**src/rtl/rtm_d2c.sv**
```systemverilog
// DRAM-to-RTM load: one read descriptor, packs N stream beats per row; row write 1 cycle after its completing beat.
// Accepts 1 beat/cycle in STREAM (tready low elsewhere); RTM write port never stalls.
module rtm_d2c #(
    parameter int DW        = 512,
    parameter int S         = 4,
    parameter int R         = 32,
    parameter int RTM_DEPTH = 4096,
    parameter int ADDR_W    = 32,
    parameter int LEN_W     = 20
) (
    input  logic                        clk,
    input  logic                        rst_n,
    input  logic                        start_pulse,
    input  logic [31:0]                 d_addr,
    input  logic [31:0]                 c_addr,
    input  logic [31:0]                 n_bytes,
    output logic                        done_pulse,
    output logic                        err,
    output logic                        busy,
    output logic [ADDR_W-1:0]           dma_rd_desc_addr,
    output logic [LEN_W-1:0]            dma_rd_desc_len,
    output logic                        dma_rd_desc_valid,
    input  logic                        dma_rd_desc_status_valid,
    input  logic [DW-1:0]               dma_rd_read_data_tdata,
    input  logic                        dma_rd_read_data_tvalid,
    output logic                        dma_rd_read_data_tready,
    input  logic                        dma_rd_read_data_tlast,
    output logic                        rtm_wr_vld,
    output logic                        rtm_wr_last,
    output logic [S-1:0]                rtm_wr_en,
    output logic [S*$clog2(RTM_DEPTH)-1:0] rtm_wr_addr,
    output logic [S*R*8-1:0]            rtm_din
);

    localparam int ROW_W     = S * R * 8;
    localparam int ROW_BYTES = S * R;
    localparam int N         = ROW_W / DW;
    localparam int AW        = $clog2(RTM_DEPTH);
    localparam int LW        = (N > 1) ? $clog2(N) : 1;

    typedef enum logic [1:0] {IDLE, DESC, STREAM, WAIT_STS} state_t;

    state_t              state_q;
    logic [ADDR_W-1:0]   desc_addr_q;
    logic [LEN_W-1:0]    desc_len_q;
    logic                desc_vld_q;
    logic [AW-1:0]       next_addr_q;
    logic [31:0]         rows_m1_q;
    logic [31:0]         row_cnt_q;
    logic [LW-1:0]       lane_q;
    logic [ROW_W-1:0]    row_buf_q;
    logic                sts_seen_q;
    logic                wr_done_q;
    logic                err_q;
    logic                busy_q;
    logic                done_q;
    logic                wr_vld_q;
    logic                wr_last_q;
    logic [S-1:0]        wr_en_q;
    logic [S*AW-1:0]     wr_addr_q;
    logic [ROW_W-1:0]    din_q;

    logic                beat;
    logic                row_full;
    logic                final_row;
    logic                final_beat;
    logic                row_end;
    logic [AW-1:0]       addr_inc;
    logic [ROW_W-1:0]    row_mrg;
    logic                last_wr_seen;
    logic                sts_now;
    logic                unused_c_addr;

    assign unused_c_addr = ^c_addr[31:AW];

    assign dma_rd_read_data_tready = (state_q == STREAM);
    assign beat       = dma_rd_read_data_tvalid && (state_q == STREAM);
    assign row_full   = (lane_q == LW'(N - 1));
    assign final_row  = (row_cnt_q == rows_m1_q);
    assign final_beat = final_row && row_full;
    // An early tlast flushes the partial row and ends the transfer.
    assign row_end    = row_full || dma_rd_read_data_tlast;
    assign addr_inc   = (next_addr_q == AW'(RTM_DEPTH - 1)) ? '0 : next_addr_q + 1'b1;

    assign last_wr_seen = wr_done_q || (wr_vld_q && wr_last_q);
    assign sts_now      = sts_seen_q || dma_rd_desc_status_valid;

    // Lane 0 starts a fresh row so lanes left unfilled by an early tlast read as zero.
    always_comb begin
        row_mrg = (lane_q == '0) ? '0 : row_buf_q;
        row_mrg[lane_q*DW +: DW] = dma_rd_read_data_tdata;
    end

    always_ff @(posedge clk) begin
        if (!rst_n) begin
            state_q     <= IDLE;
            desc_addr_q <= '0;
            desc_len_q  <= '0;
            desc_vld_q  <= 1'b0;
            next_addr_q <= '0;
            rows_m1_q   <= '0;
            row_cnt_q   <= '0;
            lane_q      <= '0;
            row_buf_q   <= '0;
            sts_seen_q  <= 1'b0;
            wr_done_q   <= 1'b0;
            err_q       <= 1'b0;
            busy_q      <= 1'b0;
            done_q      <= 1'b0;
            wr_vld_q    <= 1'b0;
            wr_last_q   <= 1'b0;
            wr_en_q     <= '0;
            wr_addr_q   <= '0;
            din_q       <= '0;
        end else begin
            done_q     <= 1'b0;
            desc_vld_q <= 1'b0;
            wr_vld_q   <= 1'b0;
            wr_last_q  <= 1'b0;
            wr_en_q    <= '0;

            if (state_q != IDLE && dma_rd_desc_status_valid) begin
                sts_seen_q <= 1'b1;
            end
            if (wr_vld_q && wr_last_q) begin
                wr_done_q <= 1'b1;
            end

            case (state_q)
                IDLE: begin
                    if (start_pulse) begin
                        desc_addr_q <= d_addr[ADDR_W-1:0];
                        desc_len_q  <= n_bytes[LEN_W-1:0];
                        desc_vld_q  <= 1'b1;
                        next_addr_q <= c_addr[AW-1:0];
                        rows_m1_q   <= n_bytes / ROW_BYTES - 32'd1;
                        row_cnt_q   <= '0;
                        lane_q      <= '0;
                        err_q       <= 1'b0;
                        busy_q      <= 1'b1;
                        sts_seen_q  <= 1'b0;
                        wr_done_q   <= 1'b0;
                        state_q     <= DESC;
                    end
                end
                DESC: begin
                    state_q <= STREAM;
                end
                STREAM: begin
                    if (beat) begin
                        row_buf_q <= row_mrg;
                        if (dma_rd_read_data_tlast != final_beat) begin
                            err_q <= 1'b1;
                        end
                        if (row_end) begin
                            wr_vld_q    <= 1'b1;
                            wr_en_q     <= '1;
                            wr_addr_q   <= {S{next_addr_q}};
                            din_q       <= row_mrg;
                            wr_last_q   <= final_row || dma_rd_read_data_tlast;
                            next_addr_q <= addr_inc;
                            row_cnt_q   <= row_cnt_q + 32'd1;
                            lane_q      <= '0;
                            if (final_row || dma_rd_read_data_tlast) begin
                                state_q <= WAIT_STS;
                            end
                        end else begin
                            lane_q <= lane_q + 1'b1;
                        end
                    end
                end
                WAIT_STS: begin
                    if (last_wr_seen && sts_now) begin
                        done_q  <= 1'b1;
                        busy_q  <= 1'b0;
                        state_q <= IDLE;
                    end
                end
                default: state_q <= IDLE;
            endcase
        end
    end

    assign done_pulse        = done_q;
    assign err               = err_q;
    assign busy              = busy_q;
    assign dma_rd_desc_addr  = desc_addr_q;
    assign dma_rd_desc_len   = desc_len_q;
    assign dma_rd_desc_valid = desc_vld_q;
    assign rtm_wr_vld        = wr_vld_q;
    assign rtm_wr_last       = wr_last_q;
    assign rtm_wr_en         = wr_en_q;
    assign rtm_wr_addr       = wr_addr_q;
    assign rtm_din           = din_q;

endmodule

```
**config.mk**
```make
export PLATFORM = sky130hd
export DESIGN_NAME = rtm_d2c
export DESIGN_NICKNAME = d
export VERILOG_FILES = /design/src/rtl/rtm_d2c.sv
export SDC_FILE = /design/constraint.sdc
export NUM_CORES = 2
export LEC_CHECK = 0
export CORE_AREA = 4 4 678 680
export CTS_BUF_LIST = sky130_fd_sc_hd__clkbuf_16
export DETAILED_ROUTE_END_ITERATION = 8
export DIE_AREA = 0 0 682 684
export GPL_TIMING_DRIVEN = 0
export PLACE_DENSITY = 0.34
export SYNTH_ARGS = -nofsm -noshare
export SYNTH_HDL_FRONTEND = slang
export SYNTH_SLANG_ARGS = --single-unit
```
**constraint.sdc**
```tcl
create_clock -name clk -period 2.8 [get_ports clk]
set_clock_uncertainty 0.15 [all_clocks]
set_input_delay 0.42 -clock clk [delete_from_list [all_inputs] [get_ports clk]]
set_output_delay 0.42 -clock clk [all_outputs]
set_load 0.02 [all_outputs]
```
Word level (Yosys, flattened, before mapping)
Cells that the tools add are included.
- muxes and demuxes: 37
- add/subtract/negate cells: 5
- shift operators: 2
- reduce and logical (&&, ||, !) cells: 25
- equal/unequal tests: 12
- operator list (operator ; number):
    $bwmux W1024 ; 1
    $mux W1024 ; 1
    $shift A512 B34 Y1024 const A ; 1
    $shiftx A512 B34 Y1024 ; 1
    $mux W32 ; 3
    $pmux W32 S2 ; 1
    $mux W12 ; 4
    $neg A10 Y34 ; 1
    $add A32 B1 Y32 const B ; 1
    $eq A32 B32 Y1 ; 1
    $sub A25 B1 Y26 const B ; 1
    $pmux W12 S2 ; 1
    $mux W1 ; 16
    $add A12 B1 Y12 const B ; 1
    $eq A12 B12 Y1 const B ; 1
    $reduce_and A3 Y1 ; 4
    $reduce_and A4 Y1 ; 3
    $mux W2 ; 5
    $ne A2 B1 Y1 const B ; 4
    $pmux W2 S4 ; 1
    $reduce_and A2 Y1 ; 4
    $pmux W1 S2 ; 3
    $reduce_bool A2 Y1 ; 3
    $logic_and A1 B1 Y1 ; 5
    other kinds (9) ; 14
- input port bits: 614
- register bits: 2239
- output and inout port bits: 1135

Depth between registers and ports, before layout
- depth after elaboration: 6
- mapped depth: 11
- depth with buffers taken out: 8

Worst setup path after synthesis
Ideal clock, no wire load.
- kind: reg-to-reg
- start point: register state_q[0]
- end point: register next_addr_q[11]
- cell stages (with the launch flop): 11
- setup time: 0.074 ns
- period minus slack after synthesis: 2.391 ns
- data arrival time: 2.166 ns
- path buffers: 3
- path slack: 0.409 ns
- cells stage by stage: dfxtp_1 > inv_1 > ha_1 > buf_4 > nand2_2 > or2_1 > clkbuf_1 > a311o_1 > buf_2 > or3_1 > a31oi_1
- word-level cells in the longest chain between the ends: 4
- elaborated cells between the ends (all ways): 9
- RTL lines (item ; RTL line ; RTL):
    from (decl) ; 43 ; state_t state_q;
    from (signal assigned) ; 96 ; state_q <= IDLE;
    from (signal assigned) ; 143 ; state_q <= DESC;
    from (signal assigned) ; 147 ; state_q <= STREAM;
    $eq A2 B2 Y1 (*) ; - ;
    net dma_rd_read_data_tready ; 26 ; output logic dma_rd_read_data_tready,
    $logic_and A1 B1 Y1 ; 77 ; assign beat = dma_rd_read_data_tvalid && (state_q == STREAM);
    $ne A2 B1 Y1 (no line) ; - ;
    $reduce_and A4 Y1 (no line) ; - ;
    to (signal assigned) ; 135 ; next_addr_q <= c_addr[AW-1:0];
    to (signal assigned) ; 161 ; next_addr_q <= addr_inc;
    to (decl) ; 47 ; logic [AW-1:0] next_addr_q;
Mark *: on every way through the listed nets, which the timed path passes. The rest lies on a longest branch.
A chain may end at the register's enable or synchronous reset.

Final worst setup path
- start point: input rst_n
- end point: register din_q[759] (netlist: rtm_din[759])
- RTL lines (item ; RTL line ; RTL):
    from (decl) ; 12 ; input logic rst_n,
    to (signal assigned) ; 159 ; din_q <= row_mrg;
    to (decl) ; 61 ; logic [ROW_W-1:0] din_q;
No word-level cell between the ends.

==> impl_summary.txt <==
----------------------------------------------------
[Timing]
  Pins over their slew limit ... 0
  Final period util ... 97.7%
  Actual transition at the worst max-transition pin ... 1390 ps
  Final Hold Fails ... 0
  Unrepaired setup endpoints after global routing ... yes
  Clock period minus worst slack ... 2730 ps
  Slew margin rel. ... 7.58%
  Maximum frequency from static timing analysis ... around 0.37 GHz
  Final TNS setup ... 0 ps
  Final Setup Violations ... 0

[Logic synthesis]
  Number of synthesis warnings ... 0
  Post-synth design cell area ... 0.0627 mm²
  Main synth FF type ... sky130_fd_sc_hd__dfxtp_1
  Post-synth EDFFs ... 0
  Register bit total from synthesis ... 1681
  Number of distinct library cells after synthesis ... 55
  Sequential share of the synthesized area ... 53.6%
  Proportion of netlist area held by the largest area contributor ... 53.6%
  Syn_nets ... 7652
  Post-synthesis instance total ... 7032
  Synthesized area per cell ... 8.92 µm²
  Top post-synthesis cells by count ... 1681 x sky130_fd_sc_hd__dfxtp_1, 1187 x sky130_fd_sc_hd__nand2_1, 1101 x sky130_fd_sc_hd__nor2_1
  Leading post-synthesis cells by cell area ... sky130_fd_sc_hd__dfxtp_1 54%, sky130_fd_sc_hd__mux2i_1 8.2%, sky130_fd_sc_hd__nand2_1 7.1%
  Most area-hungry cell type in the Yosys netlist ... sky130_fd_sc_hd__dfxtp_1
  Leading cell type by number of instances after synthesis ... sky130_fd_sc_hd__dfxtp_1
  Async SR Flop Fraction ... 0%

[Drt]
  Number of DRC markers after the initial detailed-route iteration ... 3893
  Antenna Violating Nets Remaining ... 0
  Average via count per standard cell ... 4.01
  Total number of vias ... between 60000 and 70000
  Number of detailed-routing iterations run before antenna repair ... 6
  Mean routed wirelength per cell ... 26.6 µm
  Routed Wire Length ... 413000 µm
  Remaining design rule violation count ... 0

[Critical path]
  R2r startpoint ... state_q[0]$_SDFFE_PN0P_
  Worst path required time ... 3400 ps
  Arr. time, crit path ... around 3300 ps
  Worst Path Class, Setup ... in2reg
  Maximum net fanout on the critical path ... 10
  Type of element capturing the critical path ... register
  Critical Path Source Type ... primary input
  Launch point of the worst path ... rst_n

[Die]
  Horiz. Die Dim ... between 600 and 700 µm
  I/O pin count ... approximately 1700
  Row cnt ... approximately 250
  Starting density of the core ... roughly 14%
  DIE AREA ... 0.466 mm²
  Die Ht ... 684 µm
  Area of the core ... 0.454 mm²

[Clock network]
  CTS Buf Count ... 216
  CTS tree ... built
  Clock slew seen by the registers of the worst setup and hold paths ... 60 ps
  Longest Clk Path Bufs ... 4
  Sink Count ... 1681
  Clock H-tree levels ... 4
  Clk root buf ... sky130_fd_sc_hd__clkbuf_16
  Insertion delay to the later sink of the worst-skew pair ... around 900 ps

[Cells and area]
  Layout cell share with drive strength beyond 1 ... 6.97%
  Final Non-Filler Cells ... 15500
  Final net count ... 9947
  Final Cell Area ... 0.0986 mm²
  Area growth from synthesis to layout ... 57.2%
  Footprint of the flip-flops and latches ... approximately 0.034 mm²
  Area occupied by multi-input gates ... 0.0264 mm²
  Number of fill cells in the layout ... approximately 50000

[Pwr]
  Power per cell area ... 723 mW/mm²
  Static leakage ... 33.1 nW
  Post-layout total power ... 71.3 mW
  Max rail drop VDD ... 492 µV

[Placement]
  Number of port buffers ... about 1700
  Placed wire-length estimate after detailed placement ... about 340000 µm
  Cell area reported after detailed placement ... 0.0877 mm²
  Final GP Congestion ... 0.886
  Dpl cells ... between 10000 and 15000

[Global routing]
  Total congestion overflow after global routing ... 0
  Global-route wire length before repair ... 551000 µm
  Number of antenna violations at the first check in global routing ... 79
  Maximum number of pins on one net before global-route repair ... 17
  Total global routing track utilization ... between 10% and 20%
  Via count of the first global-routing pass ... 61800

[Min path]
  Origin of the worst min-delay path ... dma_rd_read_data_tdata[389]
  Hold crit path type ... in2reg

[Job]
  Count of max-cap constraint violations ... 0

[Status]
  Run status ... completed

----------------------------------------------------
## stage by stage
stage | setup WS [ps] | util, % | hold WS (ps)
after floorplan | 409 | - | 286
after global placement | -4420 | 19.3 | 291
after detailed placement | -2110 | 19.3 | 296
after CTS | -147 | 21.6 | 0.429
after global routing | -19.8 | 21.7 | 35.0
final | 65.5 | 21.7 | 118
## placed cells by master, fill, tap and decap left out, types with 24 or more instances in the layout
cell and n:
sky130_fd_sc_hd__clkbuf_1 344, sky130_fd_sc_hd__dlygate4sd2_1 76, sky130_fd_sc_hd__clkbuf_16 219, sky130_fd_sc_hd__dlygate4sd3_1 334, sky130_fd_sc_hd__xor2_1 49, sky130_fd_sc_hd__clkdlybuf4s50_1 1619, sky130_fd_sc_hd__clkbuf_2 144, sky130_fd_sc_hd__dfxtp_1 1662
sky130_fd_sc_hd__inv_1 46, sky130_fd_sc_hd__buf_2 72, sky130_fd_sc_hd__xnor2_1 24, sky130_fd_sc_hd__mux2i_1 513, sky130_fd_sc_hd__diode_2 35, sky130_fd_sc_hd__nor2_1 1097, sky130_fd_sc_hd__buf_4 54, sky130_fd_sc_hd__nand2_1 1187
sky130_fd_sc_hd__a22oi_1 513, sky130_fd_sc_hd__clkinv_1 62, sky130_fd_sc_hd__a211oi_1 528, sky130_fd_sc_hd__a21oi_1 605, sky130_fd_sc_hd__clkinv_2 34
## sequential cells by signal, summed over array words and instances (netlist names), 2 cells and up
name and count:
rtm_din 1024, row_buf_q 512, dma_rd_desc_addr 32, row_cnt_q 32, rows_m1_q 26, dma_rd_desc_len 20
next_addr_q 12, rtm_wr_addr 12, state_q 2
## worst paths after layout
| path | slack (ps) | to | depth (start not counted) |
|---|---|---|---|
| worst max-delay path | 70 | rtm_din[759]$_SDFFE_PN0P_ | 7 |
| worst min-delay path | 120 | row_buf_q[389]$_SDFFE_PN0P_ | 3 |
| worst max register to register | 150 | row_cnt_q[29]$_SDFFE_PN0P_ | 9 |
| worst min register to register | 300 | row_buf_q[68]$_SDFFE_PN0P_ | 2 |
## per-layer routing
| metal | global-route usage (%) | wire length (µm) |
|---|---|---|
| met1 | 19.5 | 164000 |
| met2 | 30.1 | 204000 |
| met3 | 4.30 | 28200 |
| met4 | 5.66 | 16100 |
| met5 | 0 | 104 |
## where the power goes
part / leakage (nW) / internal [mW] / switching [mW] / total (mW)
registers: 13.6 / 25.6 / 1.08 / 26.7
clock network: 3.48 / 16.0 / 11.7 / 27.7
logic: 16.0 / 6.39 / 10.5 / 16.9
## cell type report
class	count	area share (%)
plain buffers	649	3.18
multi-input cells	4685	26.8
repair buffers	2079	21.2
diodes	35	0.0888
well taps	6000	7.61
inverters	15	0.0571
flip-flops and latches	1681	34.2
clock buffers	218	5.53
clock inverters	172	1.45
## cells by family after synthesis
group / Yosys count / share of synthesized area, %
AND/OR/NAND/NOR: 2398 / 14.8
AO/OA/AOI/OAI: 1694 / 17.9
flip-flops: 1681 / 53.6
buffers and inverters: 666 / 4.37
multiplexers: 514 / 8.20
XOR/XNOR: 73 / 1.02
adder cells (fa/ha/maj): 6 / 0.120
## critical path: stages
cell	delay [ps]
sky130_fd_sc_hd__clkdlybuf4s50_1	490
sky130_fd_sc_hd__inv_1	120
sky130_fd_sc_hd__clkbuf_2	340
sky130_fd_sc_hd__buf_12	210
sky130_fd_sc_hd__clkbuf_1	990
sky130_fd_sc_hd__clkbuf_1	570
sky130_fd_sc_hd__nor2_1	110
## what timing repair did
action | in CTS | in global routing
setup buffers | 4 | 8
hold buffers | 334 | 0
pin swaps | 2 | 2
endpoints found under the hold margin | 392 | 0
setup endpoints to repair | 1743 | 846
resized for setup | 318 | 117
(Power assumes the default switching activity.)
